--- src/rtl/fetch_sequencer.sv ---
// Instruction fetch and execute-phase sequencer for the 8-bit MCU.
// Fetches one word over req/ack, freezes it in IR, steps cnt_clk, then updates the PC.
module fetch_sequencer #(
    parameter int unsigned PC_W       = 8,
    parameter int unsigned SIZE_CNT   = 2,
    parameter int unsigned LAST_PHASE = 3
) (
    input  logic                clk,
    input  logic                rst,
    output logic                imem_req,
    output logic [PC_W-1:0]     imem_addr,
    input  logic                imem_ack,
    input  logic [15:0]         imem_rdata,
    input  logic                pc_ctr,
    input  logic                halt,
    output logic [PC_W-1:0]     pc,
    output logic [1:0]          sm,
    output logic [3:0]          op,
    output logic [1:0]          rd,
    output logic [7:0]          imm,
    output logic [SIZE_CNT:0]   cnt_clk,
    output logic                instr_done,
    output logic                halted
);

    typedef enum logic [1:0] {
        StFetch,
        StExec,
        StHalted
    } state_e;

    localparam logic [SIZE_CNT:0] CntIdle = '1;
    localparam logic [SIZE_CNT:0] CntLast = (SIZE_CNT + 1)'(LAST_PHASE);

    state_e              state_q, state_d;
    logic [PC_W-1:0]     pc_q, pc_d;
    logic [15:0]         ir_q, ir_d;
    logic [SIZE_CNT:0]   cnt_q, cnt_d;
    logic                req_q, req_d;
    logic [PC_W-1:0]     jump_tgt;
    logic                last_phase;

    // imm is zero-extended or truncated to the PC width.
    always_comb begin
        jump_tgt = '0;
        for (int i = 0; i < int'(PC_W) && i < 8; i++) begin
            jump_tgt[i] = ir_q[i];
        end
    end

    assign last_phase = (state_q == StExec) && (cnt_q == CntLast);

    always_comb begin
        state_d = state_q;
        pc_d    = pc_q;
        ir_d    = ir_q;
        cnt_d   = cnt_q;
        req_d   = req_q;
        unique case (state_q)
            StFetch: begin
                // An ack only counts while our request is actually out.
                if (req_q && imem_ack) begin
                    ir_d    = imem_rdata;
                    cnt_d   = '0;
                    req_d   = 1'b0;
                    state_d = StExec;
                end else begin
                    req_d = 1'b1;
                end
            end
            StExec: begin
                if (cnt_q == CntLast) begin
                    pc_d  = pc_ctr ? pc_q + PC_W'(1) : jump_tgt;
                    cnt_d = CntIdle;
                    if (halt) begin
                        state_d = StHalted;
                        req_d   = 1'b0;
                    end else begin
                        state_d = StFetch;
                        req_d   = 1'b1;
                    end
                end else begin
                    cnt_d = cnt_q + (SIZE_CNT + 1)'(1);
                end
            end
            StHalted: begin
                if (!halt) begin
                    state_d = StFetch;
                    req_d   = 1'b1;
                end
            end
            default: begin
                state_d = StFetch;
                cnt_d   = CntIdle;
                req_d   = 1'b0;
            end
        endcase
    end

    always_ff @(posedge clk or posedge rst) begin
        if (rst) begin
            state_q <= StFetch;
            pc_q    <= '0;
            ir_q    <= '0;
            cnt_q   <= CntIdle;
            req_q   <= 1'b0;
        end else begin
            state_q <= state_d;
            pc_q    <= pc_d;
            ir_q    <= ir_d;
            cnt_q   <= cnt_d;
            req_q   <= req_d;
        end
    end

    assign imem_req   = req_q;
    assign imem_addr  = pc_q;
    assign pc         = pc_q;
    assign sm         = ir_q[15:14];
    assign op         = ir_q[13:10];
    assign rd         = ir_q[9:8];
    assign imm        = ir_q[7:0];
    assign cnt_clk    = cnt_q;
    assign instr_done = last_phase;
    assign halted     = (state_q == StHalted);

endmodule

--- config.mk ---
export PLATFORM = sky130hd
export DESIGN_NAME = fetch_sequencer
export DESIGN_NICKNAME = d
export VERILOG_FILES = /design/src/rtl/fetch_sequencer.sv
export SDC_FILE = /design/constraint.sdc
export NUM_CORES = 1
export LEC_CHECK = 0
export CAP_MARGIN = 20
export CORE_MARGIN = 2
export CORE_UTILIZATION = 35
export CTS_BUF_LIST = sky130_fd_sc_hd__clkbuf_16
export DETAILED_ROUTE_END_ITERATION = 10
export PLACE_DENSITY_LB_ADDON = 0.05
export SLEW_MARGIN = 20
export SYNTH_ARGS = -nofsm -noshare
export SYNTH_HDL_FRONTEND = slang
export SYNTH_SLANG_ARGS = --single-unit
--- constraint.sdc ---
create_clock -name clk -period 4.7 [get_ports clk]
set_input_delay 0.94 -clock clk [delete_from_list [all_inputs] [get_ports clk]]
set_output_delay 0.94 -clock clk [all_outputs]
set_load 0.01 [all_outputs]
==> results of run 1 <==
state kept, by name, summed over array words and instances, names as in the netlist:
signal and count:
cnt_clk 3, ir_q 16, imem_addr 8, state_q 2, imem_req 1
per-layer routing:
layer	up-vias	routed length, microns	GRT usage (%)
met3	2	190	4.18
met5	-	0	0
met2	39	1770	24.4
li1	566	-	-
met1	581	1410	19.0
met4	0	17	5.13
kinds of logic after synthesis:
kind of cell | count (synthesis) | synth area share [%]
fa+ha+maj | 4 | 3.30
flops | 30 | 49.7
buf+inv | 16 | 7.25
simple gates | 38 | 15.3
mux | 20 | 14.5
compound gates | 24 | 9.98
final cells by class:
| cell class | count | area, sq um | area share (%) |
|---|---|---|---|
| timing repair buffer | 59 | 588 | 26.0 |
| clock inverter | 3 | 63.8 | 2.83 |
| clock buffer | 5 | 125 | 5.54 |
| tap | 50 | 62.6 | 2.77 |
| inverter | 3 | 11.3 | 0.499 |
| sequential | 30 | 754 | 33.4 |
| multi-input combinational | 86 | 653 | 28.9 |
placed cells by master, fill, tap and decap left out:
| cell | n |
|---|---|
| sky130_fd_sc_hd__bufinv_16 | 2 |
| sky130_fd_sc_hd__dfrtp_1 | 27 |
| sky130_fd_sc_hd__a21o_1 | 1 |
| sky130_fd_sc_hd__o21a_1 | 2 |
| sky130_fd_sc_hd__nor2_1 | 5 |
| sky130_fd_sc_hd__ha_1 | 4 |
| sky130_fd_sc_hd__o22a_1 | 1 |
| sky130_fd_sc_hd__a211oi_1 | 1 |
| sky130_fd_sc_hd__o21ai_0 | 4 |
| sky130_fd_sc_hd__nand2b_1 | 5 |
| sky130_fd_sc_hd__inv_1 | 2 |
| sky130_fd_sc_hd__clkdlybuf4s50_1 | 58 |
| sky130_fd_sc_hd__nand3_1 | 6 |
| sky130_fd_sc_hd__nor2b_1 | 4 |
| sky130_fd_sc_hd__nand3b_1 | 1 |
| sky130_fd_sc_hd__dfstp_2 | 3 |
| sky130_fd_sc_hd__a21oi_1 | 8 |
| sky130_fd_sc_hd__nand3b_4 | 2 |
| sky130_fd_sc_hd__inv_2 | 1 |
| sky130_fd_sc_hd__nand2_1 | 9 |
| sky130_fd_sc_hd__nand4_1 | 1 |
| sky130_fd_sc_hd__o211ai_1 | 3 |
| sky130_fd_sc_hd__nor2_2 | 1 |
| sky130_fd_sc_hd__clkinv_1 | 1 |
| sky130_fd_sc_hd__buf_4 | 1 |
| sky130_fd_sc_hd__mux2_2 | 16 |
| sky130_fd_sc_hd__mux2i_1 | 4 |
| sky130_fd_sc_hd__clkbuf_16 | 5 |
| sky130_fd_sc_hd__and3b_2 | 1 |
| sky130_fd_sc_hd__a2bb2oi_1 | 2 |
| sky130_fd_sc_hd__or4_1 | 3 |
| sky130_fd_sc_hd__o22ai_1 | 2 |
power groups by stage:
stage          logic [uW]  registers, uW  clock network (uW)
5_1_grt               784            554                 426
3_3_place_gp          714            524                   0
3_5_place_dp          726            532                   0
2_1_floorplan         370            547                   0
6_report              717            529                 404
4_1_cts               728            532                 415
worst max path at each step:
stage | start | to | slack [ps] | depth (start not counted)
floorplan | cnt_clk[0] | instr_done | 2560 | 4
global placement | cnt_clk[0] | instr_done | 1900 | 5
detailed placement | cnt_clk[0] | instr_done | 1870 | 5
CTS | cnt_clk[0] | instr_done | 1570 | 5
global route | cnt_clk[0] | instr_done | 1480 | 5
finish | cnt_clk[0] | instr_done | 1590 | 5
through the flow:
step           instances  setup WS [ps]  total power [uW]  util [%]  hold WS [ps]
2_1_floorplan        132           2560               917         -           510
3_3_place_gp         228           1900              1240      50.6           492
3_5_place_dp         228           1870              1260      50.6           495
4_1_cts              236           1570              1670      55.3           512
5_1_grt              236           1480              1760      55.3           536
6_report             236           1590              1650      55.3           509
critical path: stages, from the launching register on:
cell	delay (ps)
sky130_fd_sc_hd__dfstp_2	550
sky130_fd_sc_hd__ha_1	200
sky130_fd_sc_hd__ha_1	230
sky130_fd_sc_hd__nand3b_4	150
sky130_fd_sc_hd__inv_2	200
sky130_fd_sc_hd__clkdlybuf4s50_1	570
==> reports/metrics.cfg, run 1 <==
[setup_path]
setup.worst_path.start_class = flip-flop
crit_required_ps = 3760
reg2reg_setup_slack_ps = 2770
worstReg2RegStart = state_q[0]
crit_arrival_ps = 2170
worst-setup-path-type = flip-flop to output pin
worst_setup_path_end_kind = output pin
timing.rr.end = ir_q[13]
rr_worst_depth = 3
worst-path-max-fanout = 10

[routing]
route.vias.total = 1188
first_pass_iters = 4
post-route-drc-count = 0
post_dr_vias_cell = 5.03
drt_first_iter_violations = 85
routed_wirelength_mm = 3.39
detail_route.wl_per_cell_microns = 14.4
route.antenna.remaining_nets = 0

[global_route]
maximum_number_of_pins_on_one_net_before_global_route_repair = 21
globalRouteOverflowTotal = 0
gr-usage-all-layers_pct = 15.0
initial_antenna_violation_count = 0
grt_first_pass_wirelength_mm = 5.77
first_global_vias = 1190

[power_and_ir_drop]
vdd_drop_max_mv = 0.365
power_switching_share_pct = 31.2
power.net_switching_uw = 515
power.density_nw_per_um2 = 731
power.leakage_uw = 0.000939
intPower_uw = 1140
p_comb_share_pct = 43.5
power.clock.fraction_pct = 24.5
seqPwrFrac_pct = 32.1

[final_layout]
stdcell_area_sq_um = 2260
post_route_cells_drive_above_1_share_pct = 17.2
area_delta_synth_final_pct = 48.8
fill_count = 357
n_antenna_cell = 0
final_nets = 210

[synth]
synth-edff-count = 0
synth_seq_cells = 30
syn_area_per_cell_sq_um = 11.5
synth_top_area_share_pct = 44.5
post-synth-top-count-cell = sky130_fd_sc_hd__dfrtp_1
synth_top_flop_cell = sky130_fd_sc_hd__dfrtp_1
synth.cell_area_sq_um = 1520
synth.distinct_cells = 31
synth.yosys.seq_area_share_pct = 49.7
yosys-top-cells-area = sky130_fd_sc_hd__dfrtp_1, sky130_fd_sc_hd__mux2_2, sky130_fd_sc_hd__dfstp_2, sky130_fd_sc_hd__buf_4, sky130_fd_sc_hd__ha_1
post_synth_inst_count = 132
yosys_warnings = 0
netlist_top_cells_count = sky130_fd_sc_hd__dfrtp_1, sky130_fd_sc_hd__mux2_2, sky130_fd_sc_hd__buf_4, sky130_fd_sc_hd__nand2_1, sky130_fd_sc_hd__a21oi_1
mappedNetlistNets = 157
synth.largest_area_cell = sky130_fd_sc_hd__dfrtp_1
async_reset_ff_share_pct = 100

[placement]
gpl.final_weighted_congestion = 0.798
detailed_place.area_sq_um = 2070
numPortBuffers = 58
placed_wire_length_estimate_after_detailed_placement_mm = 2.54

[outcome]
status = complete, no violations

[clock_tree]
post_cts.repair.setup_buffers = 0
cts_made_buffers = 5
cts_max_path_buffers = 2
ctsResizeCount = 0
tritoncts = built
clk_latency_ps = 270
cts.reportedPaths.clkPinSlew_ps = 50
clock_tree.htree_level_count = 2
clkSinkCount = 30
cts_root_buffer = sky130_fd_sc_hd__clkbuf_16
cts-hold-fix-buffers = 0

[floorplan]
die_w_microns = 69.9
design.portCount = 59
std_cell_rows = 23
fp.dieArea_sq_um = 4880
start_util_pct = 37.1
die_height_microns = 69.9
core_sq_um = 4090

[sta]
report.final.setup_viol = 0
worst-slew-pin-transition_ps = 822
final-max-slew-violation-count = 0
final-hold-violation-count = 0
max_clock_freq_mhz = 322
tns_ps = 0
post-route-period-util_pct = 66.2
period_minus_slack_ps = 3110
setup_repair_after_global_routing_missed_its_margin = no
worst_setup_skew_after_layout_ps = 3.91
worst_slew_margin_rel_pct = 45.1

[min_path]
min_to = ir_q[11]
hold_path_depth = 1
hold_class = flip-flop to flip-flop
worst_hold_startpoint = ir_q[11]

[run]
max_cap_violations = 0

Power figures use the tool's default switching activity.
==> run 2, diff against run 1 <==
Clock period 4.7 ns to 3.1 ns, I/O delays scaled along.
==> run 2 against run 1 <==
  * Total power is 42% higher
  * Combinational power is 52% higher
  * Worst setup slack worse by 1200 ps
  * Final area is 1.6% lower
  * Worst hold slack worse by 2.9 ps
  * Largest power group unchanged
  * Largest cell class unchanged
  * Critical path type unchanged
  * Critical endpoint unchanged
  * Final cell count is 0.85% higher
==> reports/metrics.cfg, run 2 (synthesized netlist as in run 1, its figures left out) <==
[setup_path]
rr_worst_depth = 5
worst-setup-path-type = flip-flop to output pin
setup.worst_path.start_class = flip-flop
worst_path_most_repeated_cell = sky130_fd_sc_hd__ha_1
path_delay_family = buffers and inverters
critical-path-max-stage-delay_ps = 560
worst-path-max-fanout = 10
worstReg2RegStart = cnt_clk[0]
worstPathBufferInverterCount = 2
reg2reg_setup_slack_ps = 1260
worst_setup_path_end_kind = output pin
cells_along_the_critical_path = ha_1 > ha_1 > nand3b_4 > inv_2 > clkdlybuf4s50_1
crit_required_ps = 2480
crit_arrival_ps = 2130
timing.rr.end = imem_addr[7]
cp_slowest_cell = sky130_fd_sc_hd__dfstp_2

[floorplan]
start_util_pct = 37.1
core_sq_um = 4090
std_cell_rows = 23
design.portCount = 59
die_height_microns = 69.9
die_w_microns = 69.9
fp.dieArea_sq_um = 4880

[min_path]
hold_class = flip-flop to flip-flop
min_to = ir_q[11]
hold_path_depth = 1
worst_hold_startpoint = ir_q[11]

[placement]
placed_wire_length_estimate_after_detailed_placement_mm = 2.52
numPlacedInstances = 230
gpl.final_weighted_congestion = 0.774
numPortBuffers = 58

[final_layout]
number_of_standard_cells_in_the_final_layout_excluding_fillers = 238
final_common_cell = sky130_fd_sc_hd__clkdlybuf4s50_1
postLayoutCoreUtil_pct = 54.4
post_route_cells_drive_above_1_share_pct = 17.6
largest_reg_flops = 16
area_delta_synth_final_pct = 46.4
n_antenna_cell = 0
final_nets = 212
top_register_by_number_of_flip_flops = ir_q
most-common-layout-cells = sky130_fd_sc_hd__clkdlybuf4s50_1, sky130_fd_sc_hd__dfrtp_1, sky130_fd_sc_hd__mux2_2

[sta]
post-route-period-util_pct = 88.6
max_clock_freq_mhz = 364
final-max-slew-violation-count = 0
worst-slew-pin-transition_ps = 820
report.final.setup_viol = 0
worst_setup_skew_after_layout_ps = 5.54
worst_slew_margin_rel_pct = 45.2
period_minus_slack_ps = 2750
setup_repair_after_global_routing_missed_its_margin = no
tns_ps = 0
final-hold-violation-count = 0

[power_and_ir_drop]
power.density_nw_per_um2 = 1050
vdd_drop_max_mv = 0.429
power.leakage_uw = 0.000930

[routing]
post-route-drc-count = 0
routed_wirelength_mm = 3.33
post_dr_vias_cell = 4.99
route.antenna.remaining_nets = 0
drt_first_iter_violations = 80
detail_route.wl_per_cell_microns = 14.0
route.vias.total = 1187
first_pass_iters = 4

[clock_tree]
clock_tree.htree_level_count = 2
cts_max_path_buffers = 2
cts.reportedPaths.clkPinSlew_ps = 50
ctsResizeCount = 0
cts_made_buffers = 5
cts-hold-fix-buffers = 0
clkSinkCount = 30
tritoncts = built
cts_root_buffer = sky130_fd_sc_hd__clkbuf_16
post_cts.repair.setup_buffers = 0
clk_latency_ps = 270

[global_route]
maximum_number_of_pins_on_one_net_before_global_route_repair = 23
initial_antenna_violation_count = 0
gr-usage-all-layers_pct = 14.6
first_global_vias = 1192
groute.layer.met1.usage_pct = 18.6
grt.met2_usage_pct = 24.2
grt_util_met3_pct = 3.46
grt_busiest_layer = met2
globalRouteOverflowTotal = 0
grt_first_pass_wirelength_mm = 5.72

[run]
max_cap_violations = 0

[outcome]
status = complete, no violations

## run 2: cell count changes in the layout (fill, tap and decap cells not counted), sizes merged
cell / previous run / this run
buf: 1 / 3
bufinv: 2 / 0
clkinv: 1 / 2
inv: 3 / 4
## run 2: final cells by class
class	instances	area [sq um]
inverters	3	11.3
repair buffers	61	603
clock buffers	5	125
multi-input cells	86	653
clock inverters	3	12.5
flip-flops and latches	30	754
fillers	375	1860
well taps	50	62.6
## run 2: report_power, final
group | internal [uW] | total, uW | switching, uW | leakage (uW)
Sequential | 598 | 805 | 206 | 0.000343
Combinational | 671 | 1090 | 418 | 0.000515
Clock | 289 | 443 | 154 | 0.0000724
## run 2: how the worst max path moves through the flow
stage / to / depth (start not counted) / start
floorplan: instr_done / 4 / cnt_clk[0]
global placement: instr_done / 5 / cnt_clk[0]
detailed placement: instr_done / 5 / cnt_clk[0]
CTS: instr_done / 5 / cnt_clk[0]
global route: instr_done / 5 / cnt_clk[0]
finish: instr_done / 5 / cnt_clk[0]
## run 2: per-layer routing
| metal | routed length [microns] | vias to the layer above |
|---|---|---|
| li1 | - | 571 |
| met1 | 1510 | 574 |
| met2 | 1600 | 37 |
| met3 | 171 | 5 |
| met4 | 41 | 0 |
| met5 | 0 | - |
## run 2: through the flow
stage / setup slack [ps] / total power, uW / hold WS, ps / instance area, sq um
3_5_place_dp: 641 / 1910 / 499 / 2080
2_1_floorplan: 1280 / 1390 / 510 / 1520
6_report: 355 / 2340 / 506 / 2220
5_1_grt: 244 / 2490 / 527 / 2220
4_1_cts: 346 / 2370 / 510 / 2220
3_3_place_gp: 679 / 1890 / 488 / 2080
## run 2: worst reg2reg max path: stages (launching register included)
cell                       delay [ps]
sky130_fd_sc_hd__dfstp_2          560
sky130_fd_sc_hd__ha_1             180
sky130_fd_sc_hd__ha_1             210
sky130_fd_sc_hd__nand3b_4         150
sky130_fd_sc_hd__or4_1            550
sky130_fd_sc_hd__o211ai_1         110
==> run 3, diff against run 2 <==
Settings changed: CTS_CLUSTER_SIZE set to 20.
==> results of run 3 <==
Same layout as run 2: the final DEF is identical, and so are final timing and power.
